--- config.mk ---
export PLATFORM = sky130hd
export DESIGN_NAME = pipe_adder_flat
export DESIGN_NICKNAME = d
export VERILOG_FILES = /design/src/rtl/pipe_adder_if.sv /design/src/rtl/pipe_adder.sv /design/src/flat_wrapper.sv
export SDC_FILE = /design/constraint.sdc
export NUM_CORES = 1
export LEC_CHECK = 0
export ABC_AREA = 1
export CELL_PAD_IN_SITES_DETAIL_PLACEMENT = 1
export CELL_PAD_IN_SITES_GLOBAL_PLACEMENT = 1
export CORE_MARGIN = 10
export CORE_UTILIZATION = 47
export CTS_BUF_LIST = sky130_fd_sc_hd__clkbuf_2
export DETAILED_ROUTE_END_ITERATION = 16
export GPL_ROUTABILITY_DRIVEN = 0
export PLACE_DENSITY = 0.86
export SYNTH_ARGS = -nofsm -noshare
export SYNTH_HDL_FRONTEND = slang
export SYNTH_SLANG_ARGS = --single-unit
--- constraint.sdc ---
create_clock -name clk -period 4.47 [get_ports clk]
set_input_delay 0.6705 -clock clk [delete_from_list [all_inputs] [get_ports clk]]
set_output_delay 0.6705 -clock clk [all_outputs]
set_load 0.02 [all_outputs]
--- src/rtl/pipe_adder_if.sv ---
// rtl/pipe_adder_if.sv - operand/result handshake bundle for pipe_adder
interface pipe_adder_if #(
    parameter int WIDTH = 32
);
    logic             in_valid;
    logic             in_ready;
    logic [WIDTH-1:0] a;
    logic [WIDTH-1:0] b;
    logic             sub;
    logic             out_valid;
    logic             out_ready;
    logic [WIDTH-1:0] y;
    logic             cout;
    logic             ovf;

    modport master (
        output in_valid, a, b, sub, out_ready,
        input  in_ready, out_valid, y, cout, ovf
    );

    modport slave (
        input  in_valid, a, b, sub, out_ready,
        output in_ready, out_valid, y, cout, ovf
    );
endinterface

--- src/rtl/pipe_adder.sv ---
// rtl/pipe_adder.sv - carry-chunked pipelined adder/subtractor with valid/ready flow control
module pipe_adder #(
    parameter int WIDTH  = 32,
    parameter int STAGES = 4
) (
    input  logic       clk,
    input  logic       reset_n,
    input  logic       flush,
    pipe_adder_if.slave bus
);
    localparam int CHUNK = (STAGES >= 1 && STAGES <= WIDTH) ? WIDTH / STAGES : 1;

    generate
        if (STAGES < 1 || STAGES > WIDTH || (WIDTH % STAGES) != 0) begin : g_bad_cfg
            $error("pipe_adder: STAGES must be in 1..WIDTH and divide WIDTH");
        end
    endgenerate

    logic [STAGES-1:0] v_q;
    logic [STAGES-1:0] c_q;
    logic [WIDTH-1:0]  acc_q [STAGES];
    logic [WIDTH-1:0]  a_q   [STAGES];
    logic [WIDTH-1:0]  b_q   [STAGES];

    logic [STAGES-1:0] adv;
    logic [STAGES-1:0] v_ch;
    logic [STAGES-1:0] c_ch;
    logic [STAGES-1:0] c_nx;
    logic [WIDTH-1:0]  acc_ch [STAGES];
    logic [WIDTH-1:0]  a_ch   [STAGES];
    logic [WIDTH-1:0]  b_ch   [STAGES];
    logic [WIDTH-1:0]  acc_nx [STAGES];
    logic              fire;

    // A stage may advance if it, or any stage downstream of it, has a hole.
    always_comb begin
        logic any_empty;
        any_empty = 1'b0;
        adv       = '0;
        for (int k = STAGES - 1; k >= 0; k--) begin
            any_empty = any_empty | ~v_q[k];
            adv[k]    = any_empty | bus.out_ready;
        end
    end

    assign bus.in_ready = reset_n & ~flush & adv[0];
    assign fire         = bus.in_valid & bus.in_ready;

    // Element k of each *_ch array is what feeds stage k.
    always_comb begin
        logic [CHUNK:0] s;
        s         = '0;
        c_ch      = '0;
        c_nx      = '0;
        v_ch      = '0;
        a_ch[0]   = bus.a;
        b_ch[0]   = bus.b ^ {WIDTH{bus.sub}};
        acc_ch[0] = '0;
        c_ch[0]   = bus.sub;
        v_ch[0]   = fire;
        for (int k = 1; k < STAGES; k++) begin
            a_ch[k]   = a_q[k-1];
            b_ch[k]   = b_q[k-1];
            acc_ch[k] = acc_q[k-1];
            c_ch[k]   = c_q[k-1];
            v_ch[k]   = v_q[k-1];
        end
        for (int k = 0; k < STAGES; k++) begin
            s = {1'b0, a_ch[k][k*CHUNK +: CHUNK]}
              + {1'b0, b_ch[k][k*CHUNK +: CHUNK]}
              + {{CHUNK{1'b0}}, c_ch[k]};
            acc_nx[k]                  = acc_ch[k];
            acc_nx[k][k*CHUNK +: CHUNK] = s[CHUNK-1:0];
            c_nx[k]                    = s[CHUNK];
        end
    end

    always_ff @(posedge clk or negedge reset_n) begin
        if (!reset_n) begin
            v_q <= '0;
            c_q <= '0;
            for (int k = 0; k < STAGES; k++) begin
                acc_q[k] <= '0;
                a_q[k]   <= '0;
                b_q[k]   <= '0;
            end
        end else begin
            for (int k = 0; k < STAGES; k++) begin
                if (adv[k]) begin
                    v_q[k]   <= v_ch[k];
                    c_q[k]   <= c_nx[k];
                    acc_q[k] <= acc_nx[k];
                    a_q[k]   <= a_ch[k];
                    b_q[k]   <= b_ch[k];
                end
            end
            if (flush) begin
                v_q <= '0;
            end
        end
    end

    // Operand MSBs ride along in a_q/b_q so overflow is judged on the last stage.
    assign bus.out_valid = v_q[STAGES-1];
    assign bus.y         = acc_q[STAGES-1];
    assign bus.cout      = c_q[STAGES-1];
    assign bus.ovf       = (a_q[STAGES-1][WIDTH-1] == b_q[STAGES-1][WIDTH-1])
                         & (acc_q[STAGES-1][WIDTH-1] != a_q[STAGES-1][WIDTH-1]);
endmodule

--- src/flat_wrapper.sv ---
// flat-port wrapper written by rule: the top's interface ports become plain ports
module pipe_adder_flat 
#(
    parameter int WIDTH  = 32,
    parameter int STAGES = 4
)
  (clk, reset_n, flush, bus_in_valid, bus_a, bus_b, bus_sub, bus_out_ready, bus_in_ready, bus_out_valid, bus_y, bus_cout, bus_ovf);
  pipe_adder_if #(.WIDTH(WIDTH)) bus_i ();
  input  logic clk;
  input  logic reset_n;
  input  logic flush;
  input wire logic [$bits(bus_i.in_valid)-1:0] bus_in_valid;
  input wire logic [$bits(bus_i.a)-1:0] bus_a;
  input wire logic [$bits(bus_i.b)-1:0] bus_b;
  input wire logic [$bits(bus_i.sub)-1:0] bus_sub;
  input wire logic [$bits(bus_i.out_ready)-1:0] bus_out_ready;
  output wire logic [$bits(bus_i.in_ready)-1:0] bus_in_ready;
  output wire logic [$bits(bus_i.out_valid)-1:0] bus_out_valid;
  output wire logic [$bits(bus_i.y)-1:0] bus_y;
  output wire logic [$bits(bus_i.cout)-1:0] bus_cout;
  output wire logic [$bits(bus_i.ovf)-1:0] bus_ovf;
  assign bus_i.in_valid = bus_in_valid;
  assign bus_i.a = bus_a;
  assign bus_i.b = bus_b;
  assign bus_i.sub = bus_sub;
  assign bus_i.out_ready = bus_out_ready;
  assign bus_in_ready = bus_i.in_ready;
  assign bus_out_valid = bus_i.out_valid;
  assign bus_y = bus_i.y;
  assign bus_cout = bus_i.cout;
  assign bus_ovf = bus_i.ovf;
  pipe_adder #(.WIDTH(WIDTH), .STAGES(STAGES)) u_core (.clk(clk), .reset_n(reset_n), .flush(flush), .bus(bus_i));
endmodule
; ---- Yosys cells after proc, flatten, opt, wreduce, memory -nomap -nowiden
; Cells that the tools add are included.
[op_classes]
add_sub_neg = 8
multipliers = 0
div = 0
order_cmp = 0
n_eq_ne = 2
shifts = 0
n_mux = 5
n_bitwise = 17
reduce_logical = 4
[ops]
columns = operator, count
row1 = $add A8 B8 Y9, 4
row2 = $add A9 B1 Y9, 4
row3 = $xor A32 B32 Y32, 1
row4 = $reduce_bool A2 Y1, 4
row5 = $or A1 B1 Y1, 7
row6 = $not A1 Y1, 5
row7 = $and A1 B1 Y1, 4
row8 = $mux W1, 4
row9 = $mux W4, 1
row10 = $eq A1 B1 Y1, 1
row11 = $ne A1 B1 Y1, 1
[word_totals]
reg_bits = 344
latch_bits = 0
mem_bits_rw = 0
mem_bits_ro = 0
word_cells = 56
memories = 0

; ---- Logic depth before layout (Yosys ltp)
[logic_depth]
depth_word = 9
mapped_depth = 14
depth_no_buf = 12

; ---- Worst setup path before layout
; OpenSTA, ideal clock, no wires.
[synth_timing]
path_type = input to register
startpoint = in bus_sub
endpoint = reg u_core.acc_q (netlist bit u_core.acc_ch[70])
setup_time_ps = 117
arrival_ps = 2210
required_time_ps = 4353
slack_ps = 2143
stages = 10
n_path_buf = 2
path_cell_list = buf_2 buf_2 xnor2_1 fa_1 o21ai_0 nand2_1 nand2_1 nand2_1 nand3_1 nand2_1
[synth_between]
elab_chain_len = 3
[synth_lines]
columns = item, line
row1 = start: declaration, flat_wrapper.sv:15  ; input wire logic [$bits(bus_i.sub)-1:0] bus_sub;
row2 = $xor A32 B32 Y32, pipe_adder.sv:57  ; b_ch[0] = bus.b ^ {WIDTH{bus.sub}};
row3 = $add A8 B8 Y9, pipe_adder.sv:70  ; + {1'b0, b_ch[k][k*CHUNK +: CHUNK]}
row4 = $add A9 B1 Y9 (*), pipe_adder.sv:71  ; + {{CHUNK{1'b0}}, c_ch[k]};
row5 = end signal: indexed assignment, pipe_adder.sv:92  ; acc_q[k] <= acc_nx[k];
row6 = end: declaration, pipe_adder.sv:21  ; logic [WIDTH-1:0] acc_q [STAGES];
; Every way passes the cells marked *; elsewhere a longest branch is shown, timed or not.
; A chain may end at the register's enable or synchronous reset.

; ---- Final worst setup path
[layout_timing]
startpoint = reg u_core.v_q[3]
endpoint = out bus_in_ready
[layout_between]
elab_chain_len = 6
[layout_lines]
columns = item, line
row1 = start: declaration, pipe_adder.sv:19  ; logic [STAGES-1:0] v_q;
row2 = start signal: indexed assignment, pipe_adder.sv:90  ; v_q[k] <= v_ch[k];
row3 = $not A1 Y1, pipe_adder.sv:41  ; any_empty = any_empty | ~v_q[k];
row4 = $or A1 B1 Y1 (3 in series), pipe_adder.sv:41
row5 = $or A1 B1 Y1, pipe_adder.sv:42  ; adv[k] = any_empty | bus.out_ready;
row6 = $and A1 B1 Y1, pipe_adder.sv:46  ; assign bus.in_ready = reset_n & ~flush & adv[0];
row7 = end: declaration, flat_wrapper.sv:17  ; output wire logic [$bits(bus_i.in_ready)-1:0] bus_in_ready;
; Every way passes these cells.

==> summary.txt <==
Outcome
  • Outcome: completed

Detailed routing
  • Number of DRC markers in iteration 0: 363
  • Routed len/inst: 15.7 microns
  • Drt first pass iters: 4
  • Post-DR vias/cell: approximately 5.0
  • Final ANT Viol Nets: 0
  • Vias: approximately 6600
  • Post-route DRC: 0
  • Routed WL: 20800 microns

Setup path
  • WP data required: roughly 3.8 ns
  • Max FO, Critical Path: 27
  • Critical path class: register to output port
  • CP startpoint kind: register
  • CP endpoint kind: output port
  • Register-to-Register Path Depth: 5
  • R2r setup slk: between 2 and 2.5 ns
  • Crit path arrival time: between 2 and 3 ns

Yosys
  • Netlist cell types: 28
  • Syn nets: ~1100
  • Ys Warns: 0
  • Leading area contributor after synthesis: dfrtp_1
  • Synth Area per Inst: just under 9 sq um
  • Flops & latches, synth: about 190
  • Seq/Total Area, Yosys: 0.544
  • Area contributors post-synth: dfrtp_1 54%, nand2_1 19%, ha_1 4.1%, o21ai_0 3.2%, inv_1 2.9%
  • Top-area cell type share of the netlist area: 0.544
  • Post-Syn Instances: 990
  • Synthesized cell area: about 0.0086 sq mm

Floorplan
  • Die area: 0.0240 sq mm
  • I/O Pins: ~110
  • Die outline height: approximately 150 microns
  • Num rows: 49
  • Chip Width: 155 microns
  • Core region area: roughly 0.018 sq mm
  • Starting Density: 0.477

Timing
  • Final slew viol count: 0
  • Setup_tns: 0 ns
  • Minimum clock period: roughly 3.3 ns
  • Slew Limit Headroom: 0.321
  • Clock Skews: 0.0323 ns
  • Hold slack: 0.284 ns
  • RSZ-0062 raised after global routing: false
  • Fin crit share: 0.734
  • Fmax achieved: between 0.3 and 0.4 GHz
  • Final hold vios: 0
  • Worst-margin pin slew: 1.01 ns
  • Final setup fails: 0
  • Setup ws final: about 1.2 ns

Clock tree
  • H-tree depth: 4
  • Worst-Skew Late Latency: roughly 0.78 ns
  • CTS buffer count: 17
  • Longest Clk Path Bufs: 2
  • Clk Tree Root Cell: clkbuf_2
  • Worst-path clk slew: 0.27 ns
  • Post CTS Setup Buffer Count: 0
  • CTS tree: built
  • Clock Sinks: 186

Finish
  • FF+latch area: 0.00465 sq mm
  • Synth-to-Final Area Change: 17.1%
  • Post-layout util: 0.558
  • Footprint of the multi-input gates: about 0.0034 sq mm
  • Nets: 1187
  • Layout fillers: ~2200
  • Share of cells above drive strength 1: 0.0447

Pwr
  • Clock Power Share: 0.231
  • VDD IR-drop max: between 0.00015 and 0.0002 V
  • Switching pwr: 1.27 mW
  • Seq pwr share: 0.527
  • Power per cell area: between 400 and 500 mW/mm^2
  • Lkg Pwr: ~5 nW
  • Design Power: roughly 4.0 mW
  • Net Sw Frac: 0.316
  • Internal power: roughly 2.8 mW
  • Combinational share of power: 0.242

Placed design
  • IO buf count: approximately 110
  • Detail Placement HPWL: approximately 15000 microns
  • Place WS: about 1.3 ns

Hold path
  • Min-Delay Path Class: input pin to asynchronous set/reset pin

Global routing
  • Wire length of the first global-routing pass: 35400 microns
  • M3 GR Usage: 0.0416
  • Largest net degree at the start of global routing: 74
  • GR Util All Layers: 0.178
  • Grt total ovfl: 0
  • Antenna violations before repair: 1
  • Grt met1 use: 0.230
  • Vias in the first global route: ~7200
  • Grt met2 use: 0.291
  • GR peak layer: met2

Flow run
  • Maxcap violations: 0
[worst max-delay path, stage by stage, from the launching register on]
cell and delay [ns]:
dfrtp_1 0.43, inv_1 0.09, nor2_4 0.05, nand2_4 0.27, nor2_8 0.05, nand2_4 0.06
nand2_1 0.05, nor2_1 0.19, clkdlybuf4s50_1 0.65
[routing by layer]
| metal | up-vias | part of all wire |
|---|---|---|
| li1 | 3276 | - |
| met1 | 3241 | 0.47 |
| met2 | 105 | 0.48 |
| met3 | 19 | 0.040 |
| met5 | - | 0 |
| met4 | 0 | 0.014 |
[cell usage after synthesis]
cell      number
buf_4         11
xnor2_1       27
nor2_1        21
buf_2         13
nand3_1       32
nor2_8         1
nand2_4        2
inv_1         67
fa_1           7
inv_4          1
or2_2          4
dfrtp_1      186
a21oi_1       20
o21a_1         3
nor2_4         1
nand2_1      434
o21ai_0       55
clkbuf_1      14
clkinv_1       1
inv_2          1
nand4_1        4
a21o_1         2
xor2_1        13
nand3b_1       3
buf_1          2
ha_1          28
o21ai_1       36
a31oi_1        1
[area by class of cell]
class,instances,share of cell area
inverters,70,0.0265
repair buffers,113,0.111
clock inverters,14,0.0178
multi-input cells,694,0.343
diodes,1,0.000250
clock buffers,18,0.00899
flip-flops and latches,186,0.464
well taps,229,0.0286
[cell families after synthesis]
family,after synthesis,synth area share
flip-flops,186,0.544
AO/OA/AOI/OAI,117,0.0700
buffers and inverters,110,0.0552
AND/OR/NAND/NOR,502,0.233
XOR/XNOR,40,0.0409
adder cells (fa/ha/maj),35,0.0573
[registers in the layout, indices dropped and copies added (netlist names)]
register,cells
u_core.a_ch,48
u_core.acc_ch,48
u_core.b_ch,48
u_core.bus.y,32
u_core.c_q,4
u_core.v_q,4
u_core.a_q,1
u_core.b_q,1
[what timing repair did]
item	4_1_cts	5_1_grt
hold buffers	1	0
resized for setup	0	0
setup endpoints to repair	0	0
hold endpoints to repair	30	0
[power by group through the flow]
stage | Clock [mW] | Combinational (mW) | Sequential, mW
after CTS | 0.947 | 0.993 | 2.13
after detailed placement | 0 | 0.987 | 2.16
after floorplan | 0 | 0.449 | 2.21
after global routing | 1.03 | 1.10 | 2.16
after global placement | 0 | 0.934 | 2.14
final | 0.929 | 0.973 | 2.12
[placed cells by master, fill, tap and decap left out, types with 21 or more instances in the layout]
cell type / netlist / layout
o21ai_1: 36 / 36
dfrtp_1: 186 / 186
o21ai_0: 55 / 55
xnor2_1: 27 / 27
ha_1: 28 / 28
nor2_1: 21 / 21
clkdlybuf4s50_1: 0 / 103
inv_1: 67 / 67
nand3_1: 32 / 32
nand2_1: 434 / 434
[final timing paths]
check                                   end               from
max in group asynchronous   u_core.a_ch[79]            reset_n
hold reg to reg            u_core.bus.y[11]  u_core.acc_ch[11]
min in group clk            u_core.a_ch[91]          bus_a[27]
setup reg to reg             u_core.b_q[31]      u_core.v_q[3]
hold / removal             u_core.bus.y[21]            reset_n
setup / recovery               bus_in_ready      u_core.v_q[3]
[through the flow]
step	cell area [sq um]	instances
after global placement	9740	1291
after floorplan	8560	990
after CTS	10000	1324
final	10000	1325
after global routing	10000	1325
after detailed placement	9740	1291
Power figures use the tool's default switching activity.
